[config.mk]
export PLATFORM = sky130hd
export DESIGN_NAME = vga_timing_gen_flat
export DESIGN_NICKNAME = d
export VERILOG_FILES = /design/src/rtl/vga_timing_pkg.sv /design/src/rtl/vga_timing_gen_if.sv /design/src/rtl/pix_delay_line.sv /design/src/rtl/vga_timing_gen.sv /design/src/flat_wrapper.sv
export SDC_FILE = /design/constraint.sdc
export NUM_CORES = 1
export LEC_CHECK = 0
export BUFFER_PORTS_ARGS = -buffer_cell sky130_fd_sc_hd__buf_2
export CAP_MARGIN = 20
export CORE_UTILIZATION = 50
export CTS_CLUSTER_DIAMETER = 30
export DETAILED_ROUTE_END_ITERATION = 8
export PLACE_DENSITY = 0.76
export REMOVE_ABC_BUFFERS = 1
export SLEW_MARGIN = 20
export SYNTH_ARGS = -nofsm -noshare
export SYNTH_HDL_FRONTEND = slang
export SYNTH_HIERARCHICAL = 1
export SYNTH_SLANG_ARGS = --single-unit
[constraint.sdc]
create_clock -name CLK -period 1.9 [get_ports CLK]
set_input_delay 0.38 -clock CLK [delete_from_list [all_inputs] [get_ports CLK]]
set_output_delay 0.38 -clock CLK [all_outputs]
set_load 0.1 [all_outputs]
[src/rtl/vga_timing_pkg.sv]
// Shared timing constants, coordinate type and raster helper functions
// for the VGA timing generator and the pixel blocks that decode its coordinates.
package vga_timing_pkg;

  localparam int COORD_W = 12;
  typedef logic [COORD_W-1:0] coord_t;

  // 1280x1024@60 at a 108 MHz pixel clock
  localparam int SXGA_H_VISIBLE = 1280;
  localparam int SXGA_H_FP      = 48;
  localparam int SXGA_H_SYNC    = 112;
  localparam int SXGA_H_BP      = 248;
  localparam int SXGA_V_VISIBLE = 1024;
  localparam int SXGA_V_FP      = 1;
  localparam int SXGA_V_SYNC    = 3;
  localparam int SXGA_V_BP      = 38;

  // 640x480@60 at a 25.175 MHz pixel clock
  localparam int VGA_H_VISIBLE  = 640;
  localparam int VGA_H_FP       = 16;
  localparam int VGA_H_SYNC     = 96;
  localparam int VGA_H_BP       = 48;
  localparam int VGA_V_VISIBLE  = 480;
  localparam int VGA_V_FP       = 10;
  localparam int VGA_V_SYNC     = 2;
  localparam int VGA_V_BP       = 33;

  typedef struct packed {
    logic hs;
    logic vs;
    logic active;
  } sync_bits_t;

  function automatic int span_total(input int visible, input int fp,
                                    input int sync, input int bp);
    return visible + fp + sync + bp;
  endfunction

  function automatic int sync_start(input int visible, input int fp);
    return visible + fp;
  endfunction

  function automatic int sync_end(input int visible, input int fp, input int sync);
    return visible + fp + sync;
  endfunction

  // Half-open window [lo, hi), unsigned compare on raster coordinates
  function automatic logic in_window(input coord_t value, input coord_t lo,
                                     input coord_t hi);
    return (value >= lo) && (value < hi);
  endfunction

endpackage

[src/rtl/vga_timing_gen_if.sv]
// Raster bundle produced by vga_timing_gen and consumed by the pixel-condition
// blocks and the display mux.
interface vga_timing_gen_if import vga_timing_pkg::*; ();

  coord_t VGA_horzCoord;
  coord_t VGA_vertCoord;
  logic   VGA_active;
  logic   VGA_HS;
  logic   VGA_VS;
  logic   LINE_START;
  logic   FRAME_START;
  logic   VGA_HS_D;
  logic   VGA_VS_D;
  logic   VGA_active_D;

  modport master (
    output VGA_horzCoord, VGA_vertCoord, VGA_active, VGA_HS, VGA_VS,
           LINE_START, FRAME_START, VGA_HS_D, VGA_VS_D, VGA_active_D
  );

  modport slave (
    input  VGA_horzCoord, VGA_vertCoord, VGA_active, VGA_HS, VGA_VS,
           LINE_START, FRAME_START, VGA_HS_D, VGA_VS_D, VGA_active_D
  );

endinterface

[src/rtl/pix_delay_line.sv]
// Enable-gated shift register; DEPTH=0 collapses to a combinational wire so the
// delayed outputs track the undelayed ones exactly.
module pix_delay_line #(
  parameter int               WIDTH     = 3,
  parameter int               DEPTH     = 1,
  parameter logic [WIDTH-1:0] RESET_VAL = '0
) (
  input  logic             clk,
  input  logic             rst_n,
  input  logic             en,
  input  logic [WIDTH-1:0] din,
  output logic [WIDTH-1:0] dout
);

  if (DEPTH == 0) begin : g_bypass
    logic unused_ctrl;
    assign unused_ctrl = ^{clk, rst_n, en};
    assign dout        = din;
  end else begin : g_shift
    logic [WIDTH-1:0] stages [DEPTH];

    always_ff @(posedge clk) begin
      if (!rst_n) begin
        for (int i = 0; i < DEPTH; i++) begin
          stages[i] <= RESET_VAL;
        end
      end else if (en) begin
        stages[0] <= din;
        for (int i = 1; i < DEPTH; i++) begin
          stages[i] <= stages[i-1];
        end
      end
    end

    assign dout = stages[DEPTH-1];
  end

endmodule

[src/rtl/vga_timing_gen.sv]
// Raster counter with sync/active decode and start pulses, plus a pixel-tick
// delayed copy of sync/active for registered downstream pixel pipelines.
module vga_timing_gen import vga_timing_pkg::*; #(
  parameter int   H_VISIBLE  = SXGA_H_VISIBLE,
  parameter int   H_FP       = SXGA_H_FP,
  parameter int   H_SYNC     = SXGA_H_SYNC,
  parameter int   H_BP       = SXGA_H_BP,
  parameter int   V_VISIBLE  = SXGA_V_VISIBLE,
  parameter int   V_FP       = SXGA_V_FP,
  parameter int   V_SYNC     = SXGA_V_SYNC,
  parameter int   V_BP       = SXGA_V_BP,
  parameter logic SYNC_POL   = 1'b1,
  parameter int   SYNC_DELAY = 1
) (
  input  logic             CLK,
  input  logic             RESET_N,
  input  logic             PIX_EN,
  vga_timing_gen_if.master vga
);

  localparam int     H_TOTAL  = span_total(H_VISIBLE, H_FP, H_SYNC, H_BP);
  localparam int     V_TOTAL  = span_total(V_VISIBLE, V_FP, V_SYNC, V_BP);
  localparam coord_t H_LAST   = coord_t'(H_TOTAL - 1);
  localparam coord_t V_LAST   = coord_t'(V_TOTAL - 1);
  localparam coord_t H_VIS    = coord_t'(H_VISIBLE);
  localparam coord_t V_VIS    = coord_t'(V_VISIBLE);
  localparam coord_t HS_START = coord_t'(sync_start(H_VISIBLE, H_FP));
  localparam coord_t HS_END   = coord_t'(sync_end(H_VISIBLE, H_FP, H_SYNC));
  localparam coord_t VS_START = coord_t'(sync_start(V_VISIBLE, V_FP));
  localparam coord_t VS_END   = coord_t'(sync_end(V_VISIBLE, V_FP, V_SYNC));

  coord_t     horz_q, vert_q;
  coord_t     horz_nxt, vert_nxt;
  logic       hs_q, vs_q, active_q;
  logic       hs_nxt, vs_nxt, active_nxt;
  logic       line_start_q, frame_start_q;
  logic       line_start_nxt, frame_start_nxt;
  sync_bits_t sync_now, sync_dly;

  // Decode uses the next coordinates so registered flags line up with the coords
  always_comb begin
    horz_nxt = horz_q;
    vert_nxt = vert_q;
    if (PIX_EN) begin
      if (horz_q == H_LAST) begin
        horz_nxt = '0;
        vert_nxt = (vert_q == V_LAST) ? '0 : vert_q + 1'b1;
      end else begin
        horz_nxt = horz_q + 1'b1;
      end
    end

    hs_nxt          = in_window(horz_nxt, HS_START, HS_END) ? SYNC_POL : ~SYNC_POL;
    vs_nxt          = in_window(vert_nxt, VS_START, VS_END) ? SYNC_POL : ~SYNC_POL;
    active_nxt      = (horz_nxt < H_VIS) && (vert_nxt < V_VIS);
    line_start_nxt  = PIX_EN && (horz_nxt == '0);
    frame_start_nxt = line_start_nxt && (vert_nxt == '0);
  end

  // Reset parks the raster on the last pixel so the first tick lands on (0,0)
  always_ff @(posedge CLK) begin
    if (!RESET_N) begin
      horz_q        <= H_LAST;
      vert_q        <= V_LAST;
      hs_q          <= ~SYNC_POL;
      vs_q          <= ~SYNC_POL;
      active_q      <= 1'b0;
      line_start_q  <= 1'b0;
      frame_start_q <= 1'b0;
    end else begin
      horz_q        <= horz_nxt;
      vert_q        <= vert_nxt;
      hs_q          <= hs_nxt;
      vs_q          <= vs_nxt;
      active_q      <= active_nxt;
      line_start_q  <= line_start_nxt;
      frame_start_q <= frame_start_nxt;
    end
  end

  assign sync_now = '{hs: hs_q, vs: vs_q, active: active_q};

  pix_delay_line #(
    .WIDTH     ($bits(sync_bits_t)),
    .DEPTH     (SYNC_DELAY),
    .RESET_VAL ({~SYNC_POL, ~SYNC_POL, 1'b0})
  ) u_sync_delay (
    .clk   (CLK),
    .rst_n (RESET_N),
    .en    (PIX_EN),
    .din   (sync_now),
    .dout  (sync_dly)
  );

  assign vga.VGA_horzCoord = horz_q;
  assign vga.VGA_vertCoord = vert_q;
  assign vga.VGA_active    = active_q;
  assign vga.VGA_HS        = hs_q;
  assign vga.VGA_VS        = vs_q;
  assign vga.LINE_START    = line_start_q;
  assign vga.FRAME_START   = frame_start_q;
  assign vga.VGA_HS_D      = sync_dly.hs;
  assign vga.VGA_VS_D      = sync_dly.vs;
  assign vga.VGA_active_D  = sync_dly.active;

endmodule

[src/flat_wrapper.sv]
// flat-port wrapper written by rule: the top's interface ports become plain ports
module vga_timing_gen_flat import vga_timing_pkg::*;
#(
  parameter int   H_VISIBLE  = SXGA_H_VISIBLE,
  parameter int   H_FP       = SXGA_H_FP,
  parameter int   H_SYNC     = SXGA_H_SYNC,
  parameter int   H_BP       = SXGA_H_BP,
  parameter int   V_VISIBLE  = SXGA_V_VISIBLE,
  parameter int   V_FP       = SXGA_V_FP,
  parameter int   V_SYNC     = SXGA_V_SYNC,
  parameter int   V_BP       = SXGA_V_BP,
  parameter logic SYNC_POL   = 1'b1,
  parameter int   SYNC_DELAY = 1
)
  (CLK, RESET_N, PIX_EN, vga_VGA_horzCoord, vga_VGA_vertCoord, vga_VGA_active, vga_VGA_HS, vga_VGA_VS, vga_LINE_START, vga_FRAME_START, vga_VGA_HS_D, vga_VGA_VS_D, vga_VGA_active_D);
  vga_timing_gen_if vga_i ();
  input  logic CLK;
  input  logic RESET_N;
  input  logic PIX_EN;
  output wire logic [$bits(vga_i.VGA_horzCoord)-1:0] vga_VGA_horzCoord;
  output wire logic [$bits(vga_i.VGA_vertCoord)-1:0] vga_VGA_vertCoord;
  output wire logic [$bits(vga_i.VGA_active)-1:0] vga_VGA_active;
  output wire logic [$bits(vga_i.VGA_HS)-1:0] vga_VGA_HS;
  output wire logic [$bits(vga_i.VGA_VS)-1:0] vga_VGA_VS;
  output wire logic [$bits(vga_i.LINE_START)-1:0] vga_LINE_START;
  output wire logic [$bits(vga_i.FRAME_START)-1:0] vga_FRAME_START;
  output wire logic [$bits(vga_i.VGA_HS_D)-1:0] vga_VGA_HS_D;
  output wire logic [$bits(vga_i.VGA_VS_D)-1:0] vga_VGA_VS_D;
  output wire logic [$bits(vga_i.VGA_active_D)-1:0] vga_VGA_active_D;
  assign vga_VGA_horzCoord = vga_i.VGA_horzCoord;
  assign vga_VGA_vertCoord = vga_i.VGA_vertCoord;
  assign vga_VGA_active = vga_i.VGA_active;
  assign vga_VGA_HS = vga_i.VGA_HS;
  assign vga_VGA_VS = vga_i.VGA_VS;
  assign vga_LINE_START = vga_i.LINE_START;
  assign vga_FRAME_START = vga_i.FRAME_START;
  assign vga_VGA_HS_D = vga_i.VGA_HS_D;
  assign vga_VGA_VS_D = vga_i.VGA_VS_D;
  assign vga_VGA_active_D = vga_i.VGA_active_D;
  vga_timing_gen #(.H_VISIBLE(H_VISIBLE), .H_FP(H_FP), .H_SYNC(H_SYNC), .H_BP(H_BP), .V_VISIBLE(V_VISIBLE), .V_FP(V_FP), .V_SYNC(V_SYNC), .V_BP(V_BP), .SYNC_POL(SYNC_POL), .SYNC_DELAY(SYNC_DELAY)) u_core (.CLK(CLK), .RESET_N(RESET_N), .PIX_EN(PIX_EN), .vga(vga_i));
endmodule
==> flow_summary.rst, run 1 <==
.. list-table::
   :header-rows: 1

   * - Metric
     - Value
   * - Start point of the critical path
     - u_core/vga.VGA_horzCoord[4]
   * - Post-synthesis instance area
     - approximately 1900 µm²
   * - Setup TNS
     - -630 ps
   * - Vertical die dimension
     - roughly 64 µm
   * - Final net count
     - roughly 310
   * - Sequential area share after synthesis
     - 0.351
   * - Crit path arrival time
     - about 2400 ps
   * - Total Die Area
     - approximately 4100 µm²
   * - Remaining design rule violation count
     - 0
   * - Crit-path slowest cell
     - dfxtp_2
   * - Buffering stage count on the worst path with inverters included
     - 2
   * - Fraction of layout cells with a size suffix above 1
     - 0.532
   * - Type of element capturing the critical path
     - flip-flop
   * - Largest net degree at the start of global routing
     - 19
   * - CTS Root Cell
     - clkbuf_8
   * - Count of pins on the block boundary
     - 35
   * - Post-synth ARST share
     - 0
   * - Most numerous cell in the Yosys netlist
     - dfxtp_1
   * - Cell Int Power
     - 0.00213 W
   * - Sum of routed wire length over all layers
     - about 7400 µm
   * - Iteration-0 DRC Markers
     - approximately 360
   * - Global Route Usage Sum
     - 0.313
   * - Synthesized area divided by synthesized cell count
     - a little under 9 µm²
   * - Cell with the most instances on the worst path
     - nor4_4
   * - Placed Cells
     - about 340
   * - Pwr Total
     - around 0.0043 W
   * - Hold Path Origin
     - RESET_N
   * - Reg-to-reg setup timing slack
     - -250 ps
   * - Result of the run
     - finished, violations left
   * - Highest achievable clock rate
     - ~0.47 GHz
   * - TritonCTS clock tree
     - done
   * - Family with the most delay on the worst path
     - simple AND/OR/NAND/NOR gates
   * - First-pass GRT wire length
     - slightly below 10,000 µm
   * - Worst path max stage delay
     - approximately 360 ps
   * - Relative slew slack
     - 0.669
   * - Number of iterations in the first detailed-routing pass
     - 6
   * - Cell Chain, Critical Path
     - buf_6 > nor4b_4 > buf_4 > nand4_1 > nor4_4 > a21oi_2 > nor4_4 > and3_1
   * - Most used standard cells in the synthesized netlist
     - dfxtp_1, nor2_1, nand2_1, xnor2_1
   * - Num rows
     - 22
   * - Worst clock skew on the final layout
     - 7.49 ps
   * - Number of nets with antenna violations after detailed routing
     - 0
   * - TritonCTS buffer count
     - 5
   * - Largest driver fanout on the critical path
     - 3
   * - Leakage dissipation
     - ~1.2 nW
   * - Final weighted congestion in routability-driven placement
     - 1.03
   * - Cell types with the largest area share after synthesis
     - dfxtp_1, xnor2_1, edfxtp_1, nor2_1, and2_1
   * - Vias in the first global route
     - 1,997
   * - Number of fill cells in the layout
     - between 150 and 200
   * - Number of standard cells in the layout, taps in and fillers out
     - ~360
   * - Type of the worst setup path
     - flip-flop to flip-flop
   * - Total of flip-flops plus latches after synthesis
     - 32
   * - Pwr/cell area
     - 1470 nW/µm²
   * - Area Growth Syn to Fin
     - 53.8%
   * - H-tree depth
     - 2
   * - Buffers from clock root to sink, at most
     - 2
   * - Largest area contributor in the netlist
     - dfxtp_1
   * - Worst setup margin
     - -246 ps
   * - Placeable Area
     - 3660 µm²
   * - Critical path required time
     - roughly 2100 ps
   * - Primary flip-flop cell chosen by synthesis mapping
     - dfxtp_1
   * - Source-to-sink clock delay at the later pin of the worst-skew pair
     - 300 ps
   * - Failing checks
     - negative setup slack
   * - Portion of the clock cycle consumed by the worst path in the final layout
     - 1.13
   * - Sequential share of power
     - 0.208
   * - TritonCTS sink count
     - 32
   * - CTS clock-pin slew for the worst setup and hold paths
     - ~70 ps
   * - Worst-case hold slack
     - 465 ps
   * - Number of enable-type register cells in the synthesized netlist
     - 3
   * - Effective utilization at floorplan
     - 0.522
   * - Origin of the critical flop-to-flop path
     - u_core/vga.VGA_horzCoord[4]
   * - Final hold violations
     - 0
   * - Relative contribution of combinational cells to total power
     - 0.637
   * - Util after Layout
     - 0.803
   * - Hold crit path type
     - input pin to flip-flop
   * - RSZ-0062 raised after global routing
     - true
   * - Clock network fraction of design power
     - 0.155
   * - Critical Path Start Type
     - flip-flop
   * - Count of endpoints failing setup in the final report
     - 5
   * - Number of cells produced by synthesis
     - approximately 220
   * - Number of vias after detailed routing
     - around 2,300
   * - Die Span X
     - approximately 64 µm
   * - Post-synth top area share
     - 0.304
   * - Antenna diode count
     - 0
   * - Total of buffers placed on input and output ports
     - 34
   * - Number of max-capacitance violations reported
     - 0
   * - Net Switching
     - 0.00220 W
   * - Minimum period implied by the final worst setup slack
     - 2150 ps
   * - Distinct cell type count after synthesis
     - 52
   * - Detail-routed via count per cell
     - approximately 6.4
   * - Total congestion overflow
     - 0
   * - Fraction of power spent switching nets
     - 0.508
   * - Post-detailed-route wirelength per cell
     - 20.7 µm
   * - Count of hold-fix buffers inserted at cts
     - 0
   * - Number of max-slew violations in the final report
     - 0
   * - VDD IR-drop max
     - 0.000986 V
   * - Actual transition at the worst max-transition pin
     - around 500 ps
   * - HPWL reported at the end of detailed placement
     - just under 4000 µm
   * - Number of antenna violations at the first check in global routing
     - 0
   * - Synth warn
     - 6
final timing paths:
check	endpoint	depth (start not counted)
min	u_core/vga.VGA_horzCoord[0]	3
min reg2reg	u_core/u_sync_delay/g_shift.stages[0][0]	1
max	u_core/vga.FRAME_START	8
max reg2reg	u_core/vga.FRAME_START	8
metal layers:
| metal | track usage | share of wire |
|---|---|---|
| met5 | 0 | 0 |
| met1 | 0.402 | 0.39 |
| met3 | 0.0696 | 0.10 |
| met2 | 0.505 | 0.46 |
| met4 | 0.128 | 0.046 |
tightest hold or removal path, stage by stage:
cell,delay (ps)
buf_2,120
buf_4,160
o21ai_0,60
per-stage QoR:
| step | instance area (µm²) | setup WS, ps |
|---|---|---|
| after global placement | 2510 | -105 |
| after detailed placement | 2510 | -158 |
| final | 2940 | -246 |
| after global routing | 2940 | -276 |
| after floorplan | 1850 | -1000 |
| after CTS | 2750 | -8.90 |
layout by cell type (no fill, tap or decap), drive strengths merged, types with 4 or more instances in the layout:
cell type and count:
nand4 11, clkbuf 5, and2 9, buf 98
dfxtp 29, inv 5, o31ai 5, and3 8
o21ai 11, xnor2 13, xor2 6, nand3 12
nor2 18, a21oi 6, nand2 13, nor2b 4
kinds of logic (layout without fill, tap and decap cells):
| kind of cell | Yosys count | count (layout) | share of synthesized area |
|---|---|---|---|
| compound gates | 40 | 40 | 0.157 |
| xor+xnor | 19 | 19 | 0.0871 |
| fa+ha+maj | 3 | 3 | 0.0196 |
| buf+inv | 18 | 111 | 0.0432 |
| flops | 32 | 32 | 0.351 |
| mux | 3 | 3 | 0.0183 |
| simple gates | 100 | 100 | 0.324 |
sequential cells by signal, indices dropped and copies added, names as in the netlist:
register                            flops
u_core/vga.VGA_HS                       1
u_core/vga.VGA_horzCoord               12
u_core/u_sync_delay/g_shift.stages      3
u_core/vga.VGA_VS                       1
u_core/vga.VGA_vertCoord               12
u_core/vga.FRAME_START                  1
u_core/vga.LINE_START                   1
u_core/vga.VGA_active                   1
layout make-up:
cell class	count	area (µm²)	share of cell area
clock buffers	5	68.8	0.0234
clock inverters	3	42.5	0.0145
inverters	5	18.8	0.00639
multi-input cells	165	1410	0.479
flip-flops and latches	32	683	0.232
well taps	48	60.1	0.0204
repair buffers	98	658	0.224
power by group through the flow:
stage                     clock, W  sequential (W)  combinational [W]
after floorplan                  0         0.00172           0.000660
after global placement           0        0.000874            0.00221
after detailed placement         0        0.000881            0.00224
after CTS                 0.000661        0.000878            0.00242
after global routing      0.000701        0.000909            0.00286
final                     0.000671        0.000902            0.00276
timing repair:
action	4_1_cts	5_1_grt
pin swaps	11	12
setup endpoints to repair	5	8
resized for setup	31	31
setup buffers	3	4
Power figures use the tool's default switching activity.
==> run 2, diff against run 1 <==
--- a/config.mk
+++ b/config.mk
@@ -7,10 +7,9 @@
 export LEC_CHECK = 0
 export BUFFER_PORTS_ARGS = -buffer_cell sky130_fd_sc_hd__buf_2
 export CAP_MARGIN = 20
-export CORE_UTILIZATION = 50
+export CORE_UTILIZATION = 40
 export CTS_CLUSTER_DIAMETER = 30
 export DETAILED_ROUTE_END_ITERATION = 8
-export PLACE_DENSITY = 0.76
 export REMOVE_ABC_BUFFERS = 1
 export SLEW_MARGIN = 20
 export SYNTH_ARGS = -nofsm -noshare
==> flow_summary.rst, run 2 (synthesis gave the netlist of run 1 again) <==
.. list-table::
   :header-rows: 1

   * - Metric
     - Value
   * - Total of buffers placed on input and output ports
     - 34
   * - Vertical die dimension
     - around 71 µm
   * - Number of max-capacitance violations reported
     - 0
   * - Hold Path Origin
     - RESET_N
   * - Clock network fraction of design power
     - 0.127
   * - Portion of the clock cycle consumed by the worst path in the final layout
     - 1.06
   * - Detail-routed via count per cell
     - about 5.4
   * - Largest net degree at the start of global routing
     - 19
   * - Setup TNS
     - -238 ps
   * - Final hold violations
     - 0
   * - Area Growth Syn to Fin
     - 47.0%
   * - Highest-count cells in the layout ignoring fill and taps
     - buf_4, buf_2, dfxtp_1
   * - Commonest non-fill, non-tap cell in the layout
     - buf_4
   * - Number of iterations in the first detailed-routing pass
     - 6
   * - Origin of the critical flop-to-flop path
     - u_core/vga.VGA_horzCoord[6]
   * - Buffers from clock root to sink, at most
     - 2
   * - Crit path arrival time
     - approximately 2200 ps
   * - Total Die Area
     - 5060 µm²
   * - TritonCTS buffer count
     - 5
   * - Num rows
     - 24
   * - Total congestion overflow
     - 0
   * - R2R Path End
     - u_core/vga.VGA_VS
   * - Fraction of power spent switching nets
     - 0.504
   * - H-tree depth
     - 2
   * - Cell Int Power
     - about 0.0019 W
   * - Largest driver fanout on the critical path
     - 3
   * - TritonCTS clock tree
     - done
   * - Type of the worst setup path
     - flip-flop to flip-flop
   * - CTS clock-pin slew for the worst setup and hold paths
     - about 70 ps
   * - HPWL reported at the end of detailed placement
     - 4030 µm
   * - Placeable Area
     - 4470 µm²
   * - Failing checks
     - design-rule violations, negative setup slack
   * - Cell Chain, Critical Path
     - buf_6 > nor4b_4 > nand3_4 > or4_4 > a31oi_1 > nor4_1 > and4_1
   * - Sum of routed wire length over all layers
     - between 5000 and 6000 µm
   * - Result of the run
     - finished, violations left
   * - Iteration-0 DRC Markers
     - approximately 130
   * - Number of nets with antenna violations after detailed routing
     - 0
   * - Critical path required time
     - roughly 2100 ps
   * - Minimum period implied by the final worst setup slack
     - 2020 ps
   * - Source-to-sink clock delay at the later pin of the worst-skew pair
     - 280 ps
   * - Worst clock skew on the final layout
     - slightly above 4 ps
   * - Number of vias after detailed routing
     - approximately 1,900
   * - Worst path max stage delay
     - 540 ps
   * - Number of max-slew violations in the final report
     - 0
   * - Die Span X
     - just over 70 µm
   * - Count of endpoints failing setup in the final report
     - 3
   * - Critical Path Start Type
     - flip-flop
   * - Global Route Usage Sum
     - 0.227
   * - Antenna diode count
     - 0
   * - Count of hold-fix buffers inserted at cts
     - 0
   * - Highest achievable clock rate
     - 0.496 GHz
   * - Post-detailed-route wirelength per cell
     - around 15 µm
   * - Util after Layout
     - 0.628
   * - Type of element capturing the critical path
     - flip-flop
   * - Reg-to-reg setup timing slack
     - -120 ps
   * - Placed standard-cell area
     - 2570 µm²
   * - Relative slew slack
     - 0.676
   * - End point of the most critical hold path
     - u_core/vga.VGA_horzCoord[0]
   * - TritonCTS sink count
     - 32
   * - Relative contribution of combinational cells to total power
     - 0.644
   * - Vias in the first global route
     - between 1,500 and 2,000
   * - Final net count
     - about 320
   * - Effective utilization at floorplan
     - 0.427
   * - Worst-case hold slack
     - 488 ps
   * - Count of pins on the block boundary
     - 35
   * - Net Switching
     - about 0.0020 W
   * - RSZ-0062 raised after global routing
     - true
   * - Cell area after layout
     - around 2800 µm²
   * - Sequential share of power
     - 0.228
   * - VDD IR-drop max
     - ~0.00084 V
   * - Actual transition at the worst max-transition pin
     - between 400 and 500 ps
   * - Reg2reg path depth
     - 7
   * - CTS Root Cell
     - clkbuf_8
   * - First-pass GRT wire length
     - slightly below 9000 µm
   * - Fraction of layout cells with a size suffix above 1
     - 0.468
   * - Hold crit path type
     - input pin to flip-flop
   * - Number of antenna violations at the first check in global routing
     - 0
   * - Pwr/cell area
     - ~1400 nW/µm²
   * - Remaining design rule violation count
     - 3
   * - Worst setup margin
     - -116 ps
   * - Final weighted congestion in routability-driven placement
     - 0.975
   * - Crit-path slowest cell
     - or4_4
   * - Leakage dissipation
     - ~1.2 nW
   * - Hold Path Stages
     - 3
## run 2: changes by cell type in the layout (fill, tap and decap cells not counted), moves of 4 or more
cell	delta
o31ai_2	-4
o31ai_1	+4
dfxtp_1	+4
dfxtp_2	-4
## run 2: how the worst max path moves through the flow
stage	startpoint	end	slack, ps	depth (start not counted)
final	u_core/vga.VGA_horzCoord[6]	u_core/vga.VGA_VS	-120	7
after floorplan	u_core/vga.VGA_horzCoord[0]	u_core/vga.VGA_VS	-1000	7
after CTS	u_core/vga.VGA_horzCoord[6]	u_core/vga.VGA_VS	-70	8
after detailed placement	u_core/vga.VGA_horzCoord[5]	u_core/vga.VGA_active	-150	7
after global routing	u_core/vga.VGA_horzCoord[6]	u_core/vga.VGA_VS	-190	8
after global placement	u_core/vga.VGA_horzCoord[5]	u_core/vga.FRAME_START	-110	7
## run 2: area by class of cell
class | count | area (µm²)
Clock inverter | 1 | 3.75
Fill cell | 389 | 1670
Clock buffer | 7 | 76.3
Tap cell | 52 | 65.1
Inverter | 5 | 18.8
Sequential cell | 32 | 678
Timing Repair Buffer | 100 | 677
Multi-Input combinational cell | 165 | 1290
## run 2: per-layer routing
layer	up-vias	routed length, µm	share of wire	GRT usage
li1	974	-	-	-
met1	906	2620	0.48	0.313
met2	63	2530	0.46	0.353
met3	5	251	0.046	0.0356
met4	0	72	0.013	0.0933
met5	-	0	0	0
## run 2: what timing repair did
action                                  in CTS  in global routing
endpoints found under the setup margin       5                  8
gates resized for setup                     19                 17
buffers inserted                             0                  1
pin swaps                                    7                 10
## run 2: worst max-delay path, delay by kind of cell, from the launching register on
family / cells / cell delay, ps
AO/OA/AOI/OAI: 1 / 180
buffers and inverters: 1 / 120
flip-flops: 1 / 340
AND/OR/NAND/NOR: 5 / 1280
## run 2: power groups by stage
| stage | Combinational [W] | Clock, W | Sequential [W] |
|---|---|---|---|
| after floorplan | 0.000660 | 0 | 0.00172 |
| after global placement | 0.00230 | 0 | 0.000880 |
| after detailed placement | 0.00231 | 0 | 0.000883 |
| after CTS | 0.00238 | 0.000511 | 0.000872 |
| after global routing | 0.00266 | 0.000538 | 0.000902 |
| final | 0.00252 | 0.000497 | 0.000892 |
## run 2: per-stage QoR
step / worst slack (ps) / instances / power [W]
CTS: -70.7 / 361 / 0.00377
detailed placement: -150 / 353 / 0.00320
finish: -116 / 362 / 0.00391
floorplan: -1000 / 202 / 0.00238
global route: -194 / 362 / 0.00410
global placement: -115 / 353 / 0.00318
==> run 3, diff against run 2 <==
--- a/config.mk
+++ b/config.mk
@@ -8,6 +8,7 @@
 export BUFFER_PORTS_ARGS = -buffer_cell sky130_fd_sc_hd__buf_2
 export CAP_MARGIN = 20
 export CORE_UTILIZATION = 40
+export CTS_BUF_LIST = sky130_fd_sc_hd__clkbuf_8
 export CTS_CLUSTER_DIAMETER = 30
 export DETAILED_ROUTE_END_ITERATION = 8
 export REMOVE_ABC_BUFFERS = 1
==> flow_summary.rst, run 3 (synthesis gave the netlist of run 1 again) <==
.. list-table::
   :header-rows: 1

   * - Metric
     - Value
   * - Number of fill cells in the layout
     - 389
   * - Final net count
     - about 320
   * - First-pass GRT wire length
     - 8730 µm
   * - HPWL reported at the end of detailed placement
     - a little over 4000 µm
   * - Cell Int Power
     - between 0.0015 and 0.002 W
   * - Sum of routed wire length over all layers
     - 5490 µm
   * - Num rows
     - 24
   * - Minimum period implied by the final worst setup slack
     - 2020 ps
   * - Critical path required time
     - roughly 2100 ps
   * - Iteration-0 DRC Markers
     - around 130
   * - Global Route Usage Sum
     - 0.227
   * - Antenna diode count
     - 0
   * - Hold crit path type
     - input pin to flip-flop
   * - Count of pins on the block boundary
     - 35
   * - Result of the run
     - finished, violations left
   * - Buffers from clock root to sink, at most
     - 2
   * - Die Span X
     - between 70 and 80 µm
   * - TritonCTS sink count
     - 32
   * - Remaining design rule violation count
     - 3
   * - Failing checks
     - design-rule violations, negative setup slack
   * - Hold Path Stages
     - 3
   * - Number of max-slew violations in the final report
     - 0
   * - Source-to-sink clock delay at the later pin of the worst-skew pair
     - 280 ps
   * - Placed standard-cell area
     - 2570 µm²
   * - Relative contribution of combinational cells to total power
     - 0.647
   * - Fraction of power spent switching nets
     - 0.506
   * - Critical Path Start Type
     - flip-flop
   * - Number of antenna violations at the first check in global routing
     - 0
   * - Largest driver fanout on the critical path
     - 3
   * - Count of hold-fix buffers inserted at cts
     - 0
   * - Type of the worst setup path
     - flip-flop to flip-flop
   * - Vias in the first global route
     - 1,816
   * - TritonCTS buffer count
     - 5
   * - Cell area after layout
     - around 2800 µm²
   * - Relative slew slack
     - 0.676
   * - Reg2reg path depth
     - 8
   * - Vertical die dimension
     - between 70 and 80 µm
   * - Number of iterations in the first detailed-routing pass
     - 8
   * - Detail-routed via count per cell
     - roughly 5.4
   * - Crit path arrival time
     - 2250 ps
   * - Number of nets with antenna violations after detailed routing
     - 0
   * - Effective utilization at floorplan
     - 0.427
   * - RSZ-0062 raised after global routing
     - true
   * - CTS Root Cell
     - clkbuf_8
   * - Actual transition at the worst max-transition pin
     - ~500 ps
   * - CTS clock-pin slew for the worst setup and hold paths
     - about 70 ps
   * - Number of vias after detailed routing
     - 1,949
   * - Type of element capturing the critical path
     - flip-flop
   * - Count of endpoints failing setup in the final report
     - 3
   * - Highest-count cells in the layout ignoring fill and taps
     - buf_4, buf_2, dfxtp_1
   * - Worst-case hold slack
     - between 400 and 500 ps
   * - Worst clock skew on the final layout
     - about 3.9 ps
   * - Pwr/cell area
     - around 1400 nW/µm²
   * - Placeable Area
     - between 4000 and 5000 µm²
   * - Post-detailed-route wirelength per cell
     - 15.2 µm
   * - Leakage dissipation
     - 1.21 nW
   * - Fraction of layout cells with a size suffix above 1
     - 0.468
   * - VDD IR-drop max
     - ~0.00084 V
   * - Post-place setup slack
     - -150 ps
   * - TritonCTS clock tree
     - done
   * - Worst setup margin
     - -118 ps
   * - Largest net degree at the start of global routing
     - 19
   * - Total of buffers placed on input and output ports
     - 34
   * - Number of max-capacitance violations reported
     - 0
   * - Highest achievable clock rate
     - between 0.4 and 0.5 GHz
   * - Portion of the clock cycle consumed by the worst path in the final layout
     - 1.06
   * - Net Switching
     - 0.00197 W
   * - Clock network fraction of design power
     - 0.124
   * - Sequential share of power
     - 0.229
   * - H-tree depth
     - 2
   * - Area Growth Syn to Fin
     - 47.0%
   * - Final hold violations
     - 0
   * - Final weighted congestion in routability-driven placement
     - 0.975
   * - Total Die Area
     - 5060 µm²
   * - Commonest non-fill, non-tap cell in the layout
     - buf_4
   * - Total congestion overflow
     - 0
## run 3: path summary, 6_finish.rpt
kind / start / to / slack, ps
max reg2reg: u_core/vga.VGA_horzCoord[6] / u_core/vga.VGA_VS / -120
min: RESET_N / u_core/vga.VGA_horzCoord[0] / 490
min reg2reg: u_core/vga.VGA_HS / u_core/u_sync_delay/g_shift.stages[0][2] / 570
max: u_core/vga.VGA_horzCoord[6] / u_core/vga.VGA_VS / -120
## run 3: what timing repair did
action                                  CTS  global route
resized for setup                        19            17
buffers inserted                          0             1
endpoints found under the setup margin    5             8
pin swaps                                 7            10
## run 3: layout make-up
type / count / area [µm²] / share of cell area
repair buffers: 100 / 677 / 0.241
well taps: 52 / 65.1 / 0.0232
inverters: 5 / 18.8 / 0.00668
clock inverters: 3 / 11.3 / 0.00401
multi-input cells: 165 / 1290 / 0.459
flip-flops and latches: 32 / 678 / 0.241
clock buffers: 5 / 68.8 / 0.0245
## run 3: worst max-delay path, cell delays in order (launching register included)
cell     delay, ps
dfxtp_2        340
buf_6          120
nor4b_4        340
nand3_4        150
buf_6          150
o31ai_4        200
a31oi_1        110
nor4_1         330
and4_1         220
## run 3: stage by stage
step | utilization | setup TNS (ps) | cells | total power [W]
floorplan | - | -13840 | 202 | 0.00238
global placement | 0.574 | -352 | 353 | 0.00318
detailed placement | 0.574 | -514 | 353 | 0.00320
CTS | 0.609 | -179 | 361 | 0.00375
global route | 0.628 | -501 | 362 | 0.00409
finish | 0.628 | -253 | 362 | 0.00390
## run 3: metal layers
layer  up-vias  global-route usage  share of wire
met5         -                   0              0
met2        64               0.353           0.46
met1       905               0.313           0.48
met4         0              0.0933          0.013
met3         5              0.0356          0.044
li1        975                   -              -
## run 3: power by group through the flow
| stage | combinational, W | sequential, W | clock (W) |
|---|---|---|---|
| 4_1_cts | 0.00238 | 0.000872 | 0.000501 |
| 2_1_floorplan | 0.000660 | 0.00172 | 0 |
| 3_5_place_dp | 0.00231 | 0.000883 | 0 |
| 5_1_grt | 0.00266 | 0.000902 | 0.000527 |
| 3_3_place_gp | 0.00230 | 0.000880 | 0 |
| 6_report | 0.00252 | 0.000892 | 0.000485 |
